--- src/rtl/biphase_pkg.sv ---
// biphase_pkg: shared state type, default parameters and saturating increment for the biphase link controller
package biphase_pkg;

    localparam int DEF_WORD_BITS     = 8;
    localparam int DEF_IDLE_BITS     = 4;
    localparam int DEF_MAX_ERRORS    = 3;
    localparam int DEF_RESYNC_CYCLES = 16;
    localparam int DEF_STAT_WIDTH    = 16;

    // START_WAIT is part of the link_up set but no transition enters it
    typedef enum logic [2:0] {
        ST_HUNT,
        ST_IDLE,
        ST_START_WAIT,
        ST_DATA,
        ST_STOP,
        ST_RESYNC
    } link_state_t;

    function automatic logic [31:0] sat_inc(input logic [31:0] v, input logic [31:0] max);
        return (v >= max) ? v : v + 32'd1;
    endfunction

endpackage

--- src/rtl/biphase_word_hold.sv ---
// biphase_word_hold: one-entry valid/ready holding register with overrun detection
// Ports:
//   clk, rst_n          clock, asynchronous active-low reset
//   good_i, data_i      a completed word is offered this cycle
//   ready_i             consumer accepts the held word
//   data_o, valid_o     held word and its valid flag (registered)
//   overrun_o           sticky: a word was dropped because the register was full
//   drop_o              one-cycle pulse when a word is dropped
module biphase_word_hold #(
    parameter int WORD_BITS = 8
) (
    input  logic                 clk,
    input  logic                 rst_n,
    input  logic                 good_i,
    input  logic [WORD_BITS-1:0] data_i,
    input  logic                 ready_i,
    output logic [WORD_BITS-1:0] data_o,
    output logic                 valid_o,
    output logic                 overrun_o,
    output logic                 drop_o
);

    logic                 load;
    logic                 valid_q, valid_d;
    logic                 ovr_q;
    logic [WORD_BITS-1:0] data_q;

    assign load    = good_i && (!valid_q || ready_i);
    assign drop_o  = good_i && valid_q && !ready_i;
    assign valid_d = load || (valid_q && !ready_i);

    always_ff @(posedge clk or negedge rst_n) begin
        if (!rst_n) begin
            data_q  <= '0;
            valid_q <= 1'b0;
            ovr_q   <= 1'b0;
        end else begin
            if (load) data_q <= data_i;
            valid_q <= valid_d;
            ovr_q   <= ovr_q || drop_o;
        end
    end

    assign data_o    = data_q;
    assign valid_o   = valid_q;
    assign overrun_o = ovr_q;

endmodule

--- src/rtl/biphase_link_ctrl.sv ---
// biphase_link_ctrl: frames decoder NRZ bits into start/data/stop words, tracks link health, sequences resync
// Build option: define BIPHASE_LINK_STATS_EN to include the saturating statistics counters.
// Ports:
//   clk, rst_n                       clock, asynchronous active-low reset
//   bit_valid, bit_data              decoder bit strobe and NRZ value
//   framing_error, glitch_ignored    decoder error / glitch strobes
//   dec_rst                          decoder reset request during resync
//   link_up                          link is framed (IDLE/START_WAIT/DATA/STOP)
//   word_data, word_valid, word_ready  holding-register handshake
//   overrun                          sticky dropped-word flag
//   cnt_words, cnt_ferr, cnt_glitch, cnt_overrun  statistics (0 when stats are compiled out)
module biphase_link_ctrl
    import biphase_pkg::*;
#(
    parameter int WORD_BITS     = DEF_WORD_BITS,
    parameter int IDLE_BITS     = DEF_IDLE_BITS,
    parameter int MAX_ERRORS    = DEF_MAX_ERRORS,
    parameter int RESYNC_CYCLES = DEF_RESYNC_CYCLES,
    parameter int STAT_WIDTH    = DEF_STAT_WIDTH
) (
    input  logic                  clk,
    input  logic                  rst_n,
    input  logic                  bit_valid,
    input  logic                  bit_data,
    input  logic                  framing_error,
    input  logic                  glitch_ignored,
    output logic                  dec_rst,
    output logic                  link_up,
    output logic [WORD_BITS-1:0]  word_data,
    output logic                  word_valid,
    input  logic                  word_ready,
    output logic                  overrun,
    output logic [STAT_WIDTH-1:0] cnt_words,
    output logic [STAT_WIDTH-1:0] cnt_ferr,
    output logic [STAT_WIDTH-1:0] cnt_glitch,
    output logic [STAT_WIDTH-1:0] cnt_overrun
);

    localparam int BW = $clog2(WORD_BITS);
    localparam int IW = $clog2(IDLE_BITS + 1);
    localparam int EW = $clog2(MAX_ERRORS + 1);
    localparam int RW = $clog2(RESYNC_CYCLES);

    link_state_t          state_q, state_d;
    logic [IW-1:0]        idle_q, idle_d;
    logic [BW-1:0]        idx_q, idx_d;
    logic [EW-1:0]        err_q, err_d, err_inc;
    logic [RW-1:0]        rs_q, rs_d;
    logic [WORD_BITS-1:0] sh_q, sh_d;
    logic                 link_q, dec_rst_q;
    logic                 good, ferr, drop;

    always_comb begin
        state_d = state_q;
        idle_d  = idle_q;
        idx_d   = idx_q;
        err_d   = err_q;
        rs_d    = rs_q;
        sh_d    = sh_q;
        good    = 1'b0;
        ferr    = 1'b0;
        err_inc = EW'(sat_inc(32'(err_q), MAX_ERRORS));
        if (state_q == ST_RESYNC) begin
            rs_d = rs_q + 1'b1;
            if (rs_q == RW'(RESYNC_CYCLES - 1)) begin
                state_d = ST_HUNT;
                rs_d    = '0;
                err_d   = '0;
            end
        // An explicit error or a bad stop bit; an error beats a coincident bit
        end else if (framing_error || (state_q == ST_STOP && bit_valid && !bit_data)) begin
            ferr    = 1'b1;
            idle_d  = '0;
            rs_d    = '0;
            err_d   = err_inc;
            state_d = (err_inc == EW'(MAX_ERRORS)) ? ST_RESYNC : ST_HUNT;
        end else if (bit_valid) begin
            case (state_q)
                ST_HUNT: begin
                    idle_d = bit_data ? idle_q + 1'b1 : '0;
                    if (bit_data && idle_q == IW'(IDLE_BITS - 1)) state_d = ST_IDLE;
                end
                ST_IDLE: begin
                    if (!bit_data) begin
                        state_d = ST_DATA;
                        idx_d   = '0;
                    end
                end
                ST_DATA: begin
                    sh_d[idx_q] = bit_data;
                    idx_d       = idx_q + 1'b1;
                    if (idx_q == BW'(WORD_BITS - 1)) state_d = ST_STOP;
                end
                ST_STOP: begin
                    good    = 1'b1;
                    err_d   = '0;
                    state_d = ST_IDLE;
                end
                default: ;
            endcase
        end
    end

    always_ff @(posedge clk or negedge rst_n) begin
        if (!rst_n) begin
            state_q   <= ST_HUNT;
            idle_q    <= '0;
            idx_q     <= '0;
            err_q     <= '0;
            rs_q      <= '0;
            sh_q      <= '0;
            link_q    <= 1'b0;
            dec_rst_q <= 1'b0;
        end else begin
            state_q   <= state_d;
            idle_q    <= idle_d;
            idx_q     <= idx_d;
            err_q     <= err_d;
            rs_q      <= rs_d;
            sh_q      <= sh_d;
            link_q    <= state_d inside {ST_IDLE, ST_START_WAIT, ST_DATA, ST_STOP};
            dec_rst_q <= state_d == ST_RESYNC;
        end
    end

    assign link_up = link_q;
    assign dec_rst = dec_rst_q;

    biphase_word_hold #(.WORD_BITS(WORD_BITS)) u_hold (
        .clk      (clk),
        .rst_n    (rst_n),
        .good_i   (good),
        .data_i   (sh_q),
        .ready_i  (word_ready),
        .data_o   (word_data),
        .valid_o  (word_valid),
        .overrun_o(overrun),
        .drop_o   (drop)
    );

`ifdef BIPHASE_LINK_STATS_EN
    localparam logic [31:0] SMAX = 32'({STAT_WIDTH{1'b1}});

    logic [STAT_WIDTH-1:0] words_q, ferr_q, glitch_q, ovr_q;

    function automatic logic [STAT_WIDTH-1:0] bump(input logic [STAT_WIDTH-1:0] v);
        return STAT_WIDTH'(sat_inc(32'(v), SMAX));
    endfunction

    always_ff @(posedge clk or negedge rst_n) begin
        if (!rst_n) begin
            words_q  <= '0;
            ferr_q   <= '0;
            glitch_q <= '0;
            ovr_q    <= '0;
        end else begin
            if (good) words_q <= bump(words_q);
            if (ferr) ferr_q <= bump(ferr_q);
            if (glitch_ignored && state_q != ST_RESYNC) glitch_q <= bump(glitch_q);
            if (drop) ovr_q <= bump(ovr_q);
        end
    end

    assign cnt_words   = words_q;
    assign cnt_ferr    = ferr_q;
    assign cnt_glitch  = glitch_q;
    assign cnt_overrun = ovr_q;
`else
    logic unused_stats;
    assign unused_stats = ^{glitch_ignored, ferr, drop};
    assign cnt_words    = '0;
    assign cnt_ferr     = '0;
    assign cnt_glitch   = '0;
    assign cnt_overrun  = '0;
`endif

endmodule

--- config.mk ---
export PLATFORM = sky130hd
export DESIGN_NAME = biphase_link_ctrl
export DESIGN_NICKNAME = d
export VERILOG_FILES = /design/src/rtl/biphase_pkg.sv /design/src/rtl/biphase_word_hold.sv /design/src/rtl/biphase_link_ctrl.sv
export SDC_FILE = /design/constraint.sdc
export NUM_CORES = 1
export LEC_CHECK = 0
export ABC_AREA = 1
export CELL_PAD_IN_SITES_DETAIL_PLACEMENT = 2
export CELL_PAD_IN_SITES_GLOBAL_PLACEMENT = 2
export CORE_MARGIN = 5
export CORE_UTILIZATION = 23
export CTS_CLUSTER_DIAMETER = 30
export CTS_CLUSTER_SIZE = 8
export DETAILED_ROUTE_END_ITERATION = 7
export PLACE_DENSITY = 0.74
export SYNTH_ARGS = -nofsm -noshare
export SYNTH_HDL_FRONTEND = slang
export SYNTH_SLANG_ARGS = --single-unit
--- constraint.sdc ---
create_clock -name clk -period 1.6 [get_ports clk]
set_clock_uncertainty 0.05 [all_clocks]
set_input_delay 0.24 -clock clk [delete_from_list [all_inputs] [get_ports clk]]
set_output_delay 0.24 -clock clk [all_outputs]
set_load 0.01 [all_outputs]
==> results of run 1 <==
-- state kept, by name, summed over array words and instances (netlist names), 2 cells and up --
register and cells:
err_q 2, idle_q 3, idx_q 3, rs_q 4, sh_q 8, state_q 3, u_hold.data_o 8
-- cell families (layout without fill, tap and decap cells) --
kind of cell               count (synthesis)  count (layout)  share of synthesized area [%]
and+or+nand+nor                          101             101                           23.0
buffers and inverters                     96              88                           26.9
DFF                                       35              35                           38.6
AOI/OAI and AO/OA                         30              30                           8.22
adders and majority gates                  5               5                           2.76
other                                      1              64                          0.165
xor gates and xnor gates                   1               1                          0.386
-- power by group through the flow --
stage / registers, mW / clock network, mW / logic, mW
after floorplan: 1.43 / 0 / 1.17
after global placement: 1.38 / 0 / 1.89
after detailed placement: 1.39 / 0 / 2.00
after CTS: 1.38 / 0.861 / 2.11
after global routing: 1.43 / 0.902 / 2.55
final: 1.39 / 0.834 / 2.28
-- worst max-delay path: cells and delay by family (launching register included) --
family | cells | cell delay, ns
buf+inv | 1 | 0.14
flops | 1 | 0.40
compound gates | 1 | 0.05
simple gates | 7 | 0.81
-- repair_timing --
item,CTS,global route
endpoints found under the setup margin,10,21
buffers inserted,2,5
pin swaps,2,14
resized for setup,10,20
-- synthesized netlist by cell type, drive strengths merged --
master	n
a22o	1
nand4	2
buf	66
o21bai	2
nor2	17
ha	5
nand3	16
nand2	60
a211oi	1
inv	30
o22ai	2
nor3	4
a21oi	1
nand3b	2
xor2	1
conb	1
o21ai	23
dfrtp	35
-- cell type report --
type	count	area, um2	share of cell area (%)
multi-input cells	201	1110	39.2
clock inverters	2	35.0	1.24
repair buffers	50	437	15.5
flip-flops and latches	35	878	31.1
inverters	30	115	4.08
clock buffers	6	82.6	2.93
well taps	133	166	5.90
-- final timing paths --
check	depth (start not counted)	slack, ns	startpoint	endpoint
setup reg to reg	9	0.04	state_q[2]	sh_q[2]
hold / removal	2	0.27	rst_n	idx_q[2]
max in group asynchronous	2	1.01	rst_n	state_q[1]
hold reg to reg	2	0.42	u_hold.data_o[3]	u_hold.data_o[3]
setup / recovery	9	0.04	state_q[2]	sh_q[2]
min in group clk	2	0.42	u_hold.data_o[3]	u_hold.data_o[3]
-- layer usage --
metal | vias up | track usage [%] | share of wire (%)
met2 | 55 | 16.5 | 53
li1 | 827 | - | -
met5 | - | 0 | 0
met1 | 833 | 10.7 | 42
met3 | 5 | 1.94 | 4.0
met4 | 0 | 2.94 | 1.4
-- through the flow --
| step | power [mW] | hold slack (ns) | utilization, % | area [um2] |
|---|---|---|---|---|
| global route | 4.89 | 0.279 | 29.1 | 2820 |
| floorplan | 2.60 | -0.106 | - | 2500 |
| detailed placement | 3.40 | 0.414 | 26.4 | 2550 |
| CTS | 4.35 | 0.272 | 28.0 | 2720 |
| finish | 4.51 | 0.275 | 29.1 | 2820 |
| global placement | 3.27 | 0.404 | 26.4 | 2550 |
==> summary.md, run 1 <==
| Metric | Value |
|---|---|
| Outcome | `finished clean` |
| Clock slew at reported path FFs | `0.08 ns` |
| CP startpoint kind | `register` |
| CTS tree | `done` |
| Register bit total from synthesis | `35` |
| Clock tree buffer depth | `2` |
| Synth top area share | `38.6%` |
| Clock network power share | `18.5%` |
| CP Capture Type | `register` |
| Switching power share of the total | `40.3%` |
| Ant. Diodes | `0` |
| Area growth from synthesis to layout | `24.4%` |
| Crit share post-route | `97.3%` |
| Crit Path Category | `register to register` |
| CTS Buf Count | `5` |
| Vias in the first global route | `1,898` |
| GRT Util Overall | `9.11%` |
| VDD IR max | `0.000365 V` |
| Initial Util | `23.4%` |
| Yosys top cell by area | `dfrtp_1` |
| Slowest cell on the critical path | `dfrtp_1` |
| Final WS setup | `0.0435 ns` |
| Max Cap Viol | `0` |
| Synth warn | `0` |
| Die ar. | `11,900 um2` |
| Top Ports | `83` |
| Final Max Tran Viols | `0` |
| Drc violations | `0` |
| Critical Path RT | `1.73 ns` |
| Clock Latency Late Sink | `0.29 ns` |
| Nets | `335` |
| CTS root buf | `clkbuf_8` |
| Crit-path max FO | `6` |
| Cell Area, Synth | `2270 um2` |
| Net Switching | `1.82 mW` |
| Dpl ws | `-0.221 ns` |
| Placer Congestion | `0.726` |
| Total Routed Length | `5430 um` |
| Largest net degree at the start of global routing | `36` |
| Worst Hold Class | `input port to async pin` |
| Mean Syn Cell Area | `8.43 um2` |
| Most common cell after layout, fill and taps aside | `conb_1` |
| Comb pwr share | `50.6%` |
| Dpl cells | `442` |
| Initial antenna violation count | `0` |
| Power Internal | `2.69 mW` |
| Synth top area cells | `dfrtp_1 39%, buf_4 21%, nand2_1 8.6%` |
| Final Hold Vio Count | `0` |
| Commonest cells after routing, fill and taps aside | `64 x conb_1, 45 x nand2_1, 33 x dfrtp_1` |
| Clock Sink Count | `35` |
| Fill count | `1,114` |
| Ratio of cells with drive above 1 in the final layout | `28.7%` |
| Sequential power share | `30.9%` |
| Max Clk Rate | `642 MHz` |
| Initial DRC count | `25` |
| Row count | `36` |
| H-tree depth | `2` |
| Cells after synthesis | `269` |
| Post-Layout Cell Count | `457` |
| Die width | `109 um` |
| Die Y | `109 um` |
| Worst path max stage delay | `0.40 ns` |
| Dpl hpwl | `4210 um` |
| Antenna Nets Post-Route | `0` |
| Tmin final | `1.56 ns` |
| Final Setup Violations | `0` |
| P per Cell Area | `1600 nW/um2` |
| Critical Path AT | `1.69 ns` |
| Via count | `1,720` |
| Port Buf Inserts | `17` |
| Core Box Area | `9680 um2` |
| GR Overflow Total | `0` |
| Vias per inst | `3.76` |
| Setup TNS | `0 ns` |
| Drt first pass iters | `3` |
| Sequential-to-total area share from yosys stat | `38.6%` |
| CP cell instances | `buf_6, nand4_4, nand2_4, nor2_4, nand2_4, nor2_4, nand2_2, nand2_2, o21ai_2` |
| First-pass GRT wire length | `8700 um` |
| WL/cell | `11.9 um` |
| Synth cell types | `30` |
| P_leak | `1.41 nW` |
| Unrepaired setup endpoints after global routing | `yes` |
| Post-CTS Hold Buffers | `0` |
(Power assumes the default switching activity.)
==> inputs of run 2 (changes only) <==
--- a/config.mk
+++ b/config.mk
@@ -14,6 +14,7 @@
 export CTS_CLUSTER_SIZE = 8
 export DETAILED_ROUTE_END_ITERATION = 7
 export PLACE_DENSITY = 0.74
+export SKIP_CTS_REPAIR_TIMING = 1
 export SYNTH_ARGS = -nofsm -noshare
 export SYNTH_HDL_FRONTEND = slang
 export SYNTH_SLANG_ARGS = --single-unit
==> constraint.sdc (replaced) <==
create_clock -name clk -period 1.6 [get_ports clk]
set_clock_uncertainty 0.05 [all_clocks]
set_input_delay 0.48 -clock clk [delete_from_list [all_inputs] [get_ports clk]]
set_output_delay 0.48 -clock clk [all_outputs]
set_load 0.01 [all_outputs]
==> summary.md, run 2 (synthesis results as in run 1) <==
| Metric | Value |
|---|---|
| Max Clk Rate | `587 MHz (was 642 MHz)` |
| P per Cell Area | `1540 nW/um2 (was 1600 nW/um2)` |
| Fin area | `3020 um2 (was 2820 um2)` |
| P_leak | `1.65 nW (was 1.41 nW)` |
| CP top delay family | `simple AND/OR/NAND/NOR gates (unchanged)` |
| Area growth from synthesis to layout | `32.9% (was 24.4%)` |
| Crit Path Category | `register to register (unchanged)` |
| GR Overflow Total | `0 (unchanged)` |
| Critical Path AT | `1.83 ns (was 1.69 ns)` |
| Vias in the first global route | `1,926 (was 1,898)` |
| Dpl hpwl | `4400 um (was 4210 um)` |
| Unrepaired setup endpoints after global routing | `yes (unchanged)` |
| Ratio of cells with drive above 1 in the final layout | `35.0% (was 28.7%)` |
| CTS root buf | `clkbuf_8 (unchanged)` |
| Worst Hold Class | `register to register (was input port to async pin)` |
| Initial antenna violation count | `0 (unchanged)` |
| Initial Util | `23.4% (unchanged)` |
| GRT Util Overall | `9.56% (was 9.11%)` |
| Fill count | `1,100 (was 1,114)` |
| WL/cell | `13.8 um (was 11.9 um)` |
| Crit share post-route | `107% (was 97.3%)` |
| Port Buf Inserts | `17 (unchanged)` |
| Final WS setup | `-0.105 ns (was 0.0435 ns)` |
| CP cell instances | `inv_2, nand2_2, nand2_4, nor2_4, buf_6, nor2_4, nand2_4, nor2_4, nand2_2, nand2_1, o21ai_1 (was buf_6, nand4_4, nand2_4, nor2_4, nand2_4, nor2_4, nand2_2, nand2_2, o21ai_2)` |
| H-tree depth | `2 (unchanged)` |
| Outcome | `finished, violations left (was finished clean)` |
| Failing checks | `negative setup slack` |
| Hold_ws | `0.423 ns (was 0.275 ns)` |
| First-pass GRT wire length | `9000 um (was 8700 um)` |
| Core Box Area | `9680 um2 (unchanged)` |
| CP Capture Type | `register (unchanged)` |
| CTS Buf Count | `5 (unchanged)` |
| Clock Sink Count | `35 (unchanged)` |
| Placer Congestion | `0.727 (was 0.726)` |
| Critical Path RT | `1.73 ns (about the same)` |
| Most used cell, CP | `nor2_4` |
| Clock Latency Late Sink | `0.29 ns (about the same)` |
| Largest net degree at the start of global routing | `36 (unchanged)` |
| Die Y | `109 um (unchanged)` |
| Crit path buffers/inverters | `2 (was 1)` |
| Ant. Diodes | `0 (unchanged)` |
| Max Cap Viol | `0 (unchanged)` |
| CTS tree | `done (unchanged)` |
| Placed Area | `2550 um2 (unchanged)` |
| Total Power | `4.64 mW (was 4.51 mW)` |
| Clock tree buffer depth | `2 (unchanged)` |
| Worst path max stage delay | `0.47 ns (was 0.40 ns)` |
| Drc violations | `0 (unchanged)` |
| Die width | `109 um (unchanged)` |
| Via count | `1,771 (was 1,720)` |
| Final Hold Vio Count | `0 (unchanged)` |
| Crit-path max FO | `6 (unchanged)` |
| Most common cell after layout, fill and taps aside | `conb_1 (unchanged)` |
| Row count | `36 (unchanged)` |
| Antenna Nets Post-Route | `0 (unchanged)` |
| VDD IR max | `0.000396 V (was 0.000365 V)` |
| Clock slew at reported path FFs | `0.07 ns (was 0.08 ns)` |
| Commonest cells after routing, fill and taps aside | `64 x conb_1, 35 x nand2_1, 33 x dfrtp_1, 33 x buf_4, 21 x inv_1 (was 64 x conb_1, 45 x nand2_1, 33 x dfrtp_1)` |
| Vias per inst | `3.83 (was 3.76)` |
| Die ar. | `11,900 um2 (unchanged)` |
| Drt first pass iters | `3 (unchanged)` |
| Slowest cell on the critical path | `dfrtp_2 (was dfrtp_1)` |
| Final Setup Violations | `10 (was 0)` |
| Nets | `341 (was 335)` |
| Tmin final | `1.71 ns (was 1.56 ns)` |
| Initial DRC count | `27 (was 25)` |
| Final Max Tran Viols | `0 (unchanged)` |
| Total Routed Length | `6360 um (was 5430 um)` |
| Top Ports | `83 (unchanged)` |
| CP startpoint kind | `register (unchanged)` |
-- run 2: path summary, 6_finish.rpt --
path / depth (start not counted) / to / slack (ns) / startpoint
max: 11 / sh_q[2] / -0.11 / state_q[0]
min: 2 / u_hold.data_o[6] / 0.42 / u_hold.data_o[6]
min reg2reg: 2 / u_hold.data_o[6] / 0.42 / u_hold.data_o[6]
min in group asynchronous: 2 / u_hold.data_o[5] / 0.52 / rst_n
max reg2reg: 11 / sh_q[2] / -0.11 / state_q[0]
max in group asynchronous: 2 / state_q[1] / 0.78 / rst_n
-- run 2: tightest hold or removal path, delay by kind of cell (launching register included) --
kind | cells | cell delay (ns)
simple gates | 2 | 0.10
flops | 1 | 0.34
-- run 2: per-layer routing --
layer	wire length [um]	track usage, %
met4	71	2.94
met1	2500	10.8
met2	3570	17.4
met3	212	2.70
met5	0	0
-- run 2: report_power, final --
part / switching [mW] / internal, mW
clock: 0.330 / 0.338
sequential: 0.245 / 1.17
combinational: 1.44 / 1.11
total: 2.02 / 2.62
-- run 2: through the flow --
step | std cells | setup TNS (ns) | setup WS [ns] | util, %
2_1_floorplan | 332 | 0 | 0.00176 | -
3_3_place_gp | 442 | -11.63 | -0.409 | 26.4
3_5_place_dp | 442 | -13.43 | -0.460 | 26.4
4_1_cts | 449 | -4.54 | -0.183 | 27.3
5_1_grt | 462 | -2.76 | -0.211 | 31.1
6_report | 462 | -0.523 | -0.105 | 31.1
-- run 2: layout make-up --
| cell class | count | area (um2) | share of cell area (%) |
|---|---|---|---|
| Inverter | 30 | 120 | 3.98 |
| Timing Repair Buffer | 55 | 520 | 17.3 |
| Sequential cell | 35 | 878 | 29.1 |
| Clock buffer | 6 | 82.6 | 2.74 |
| Multi-Input combinational cell | 202 | 1240 | 41.2 |
| Tap cell | 133 | 166 | 5.52 |
| Clock inverter | 1 | 5.00 | 0.166 |
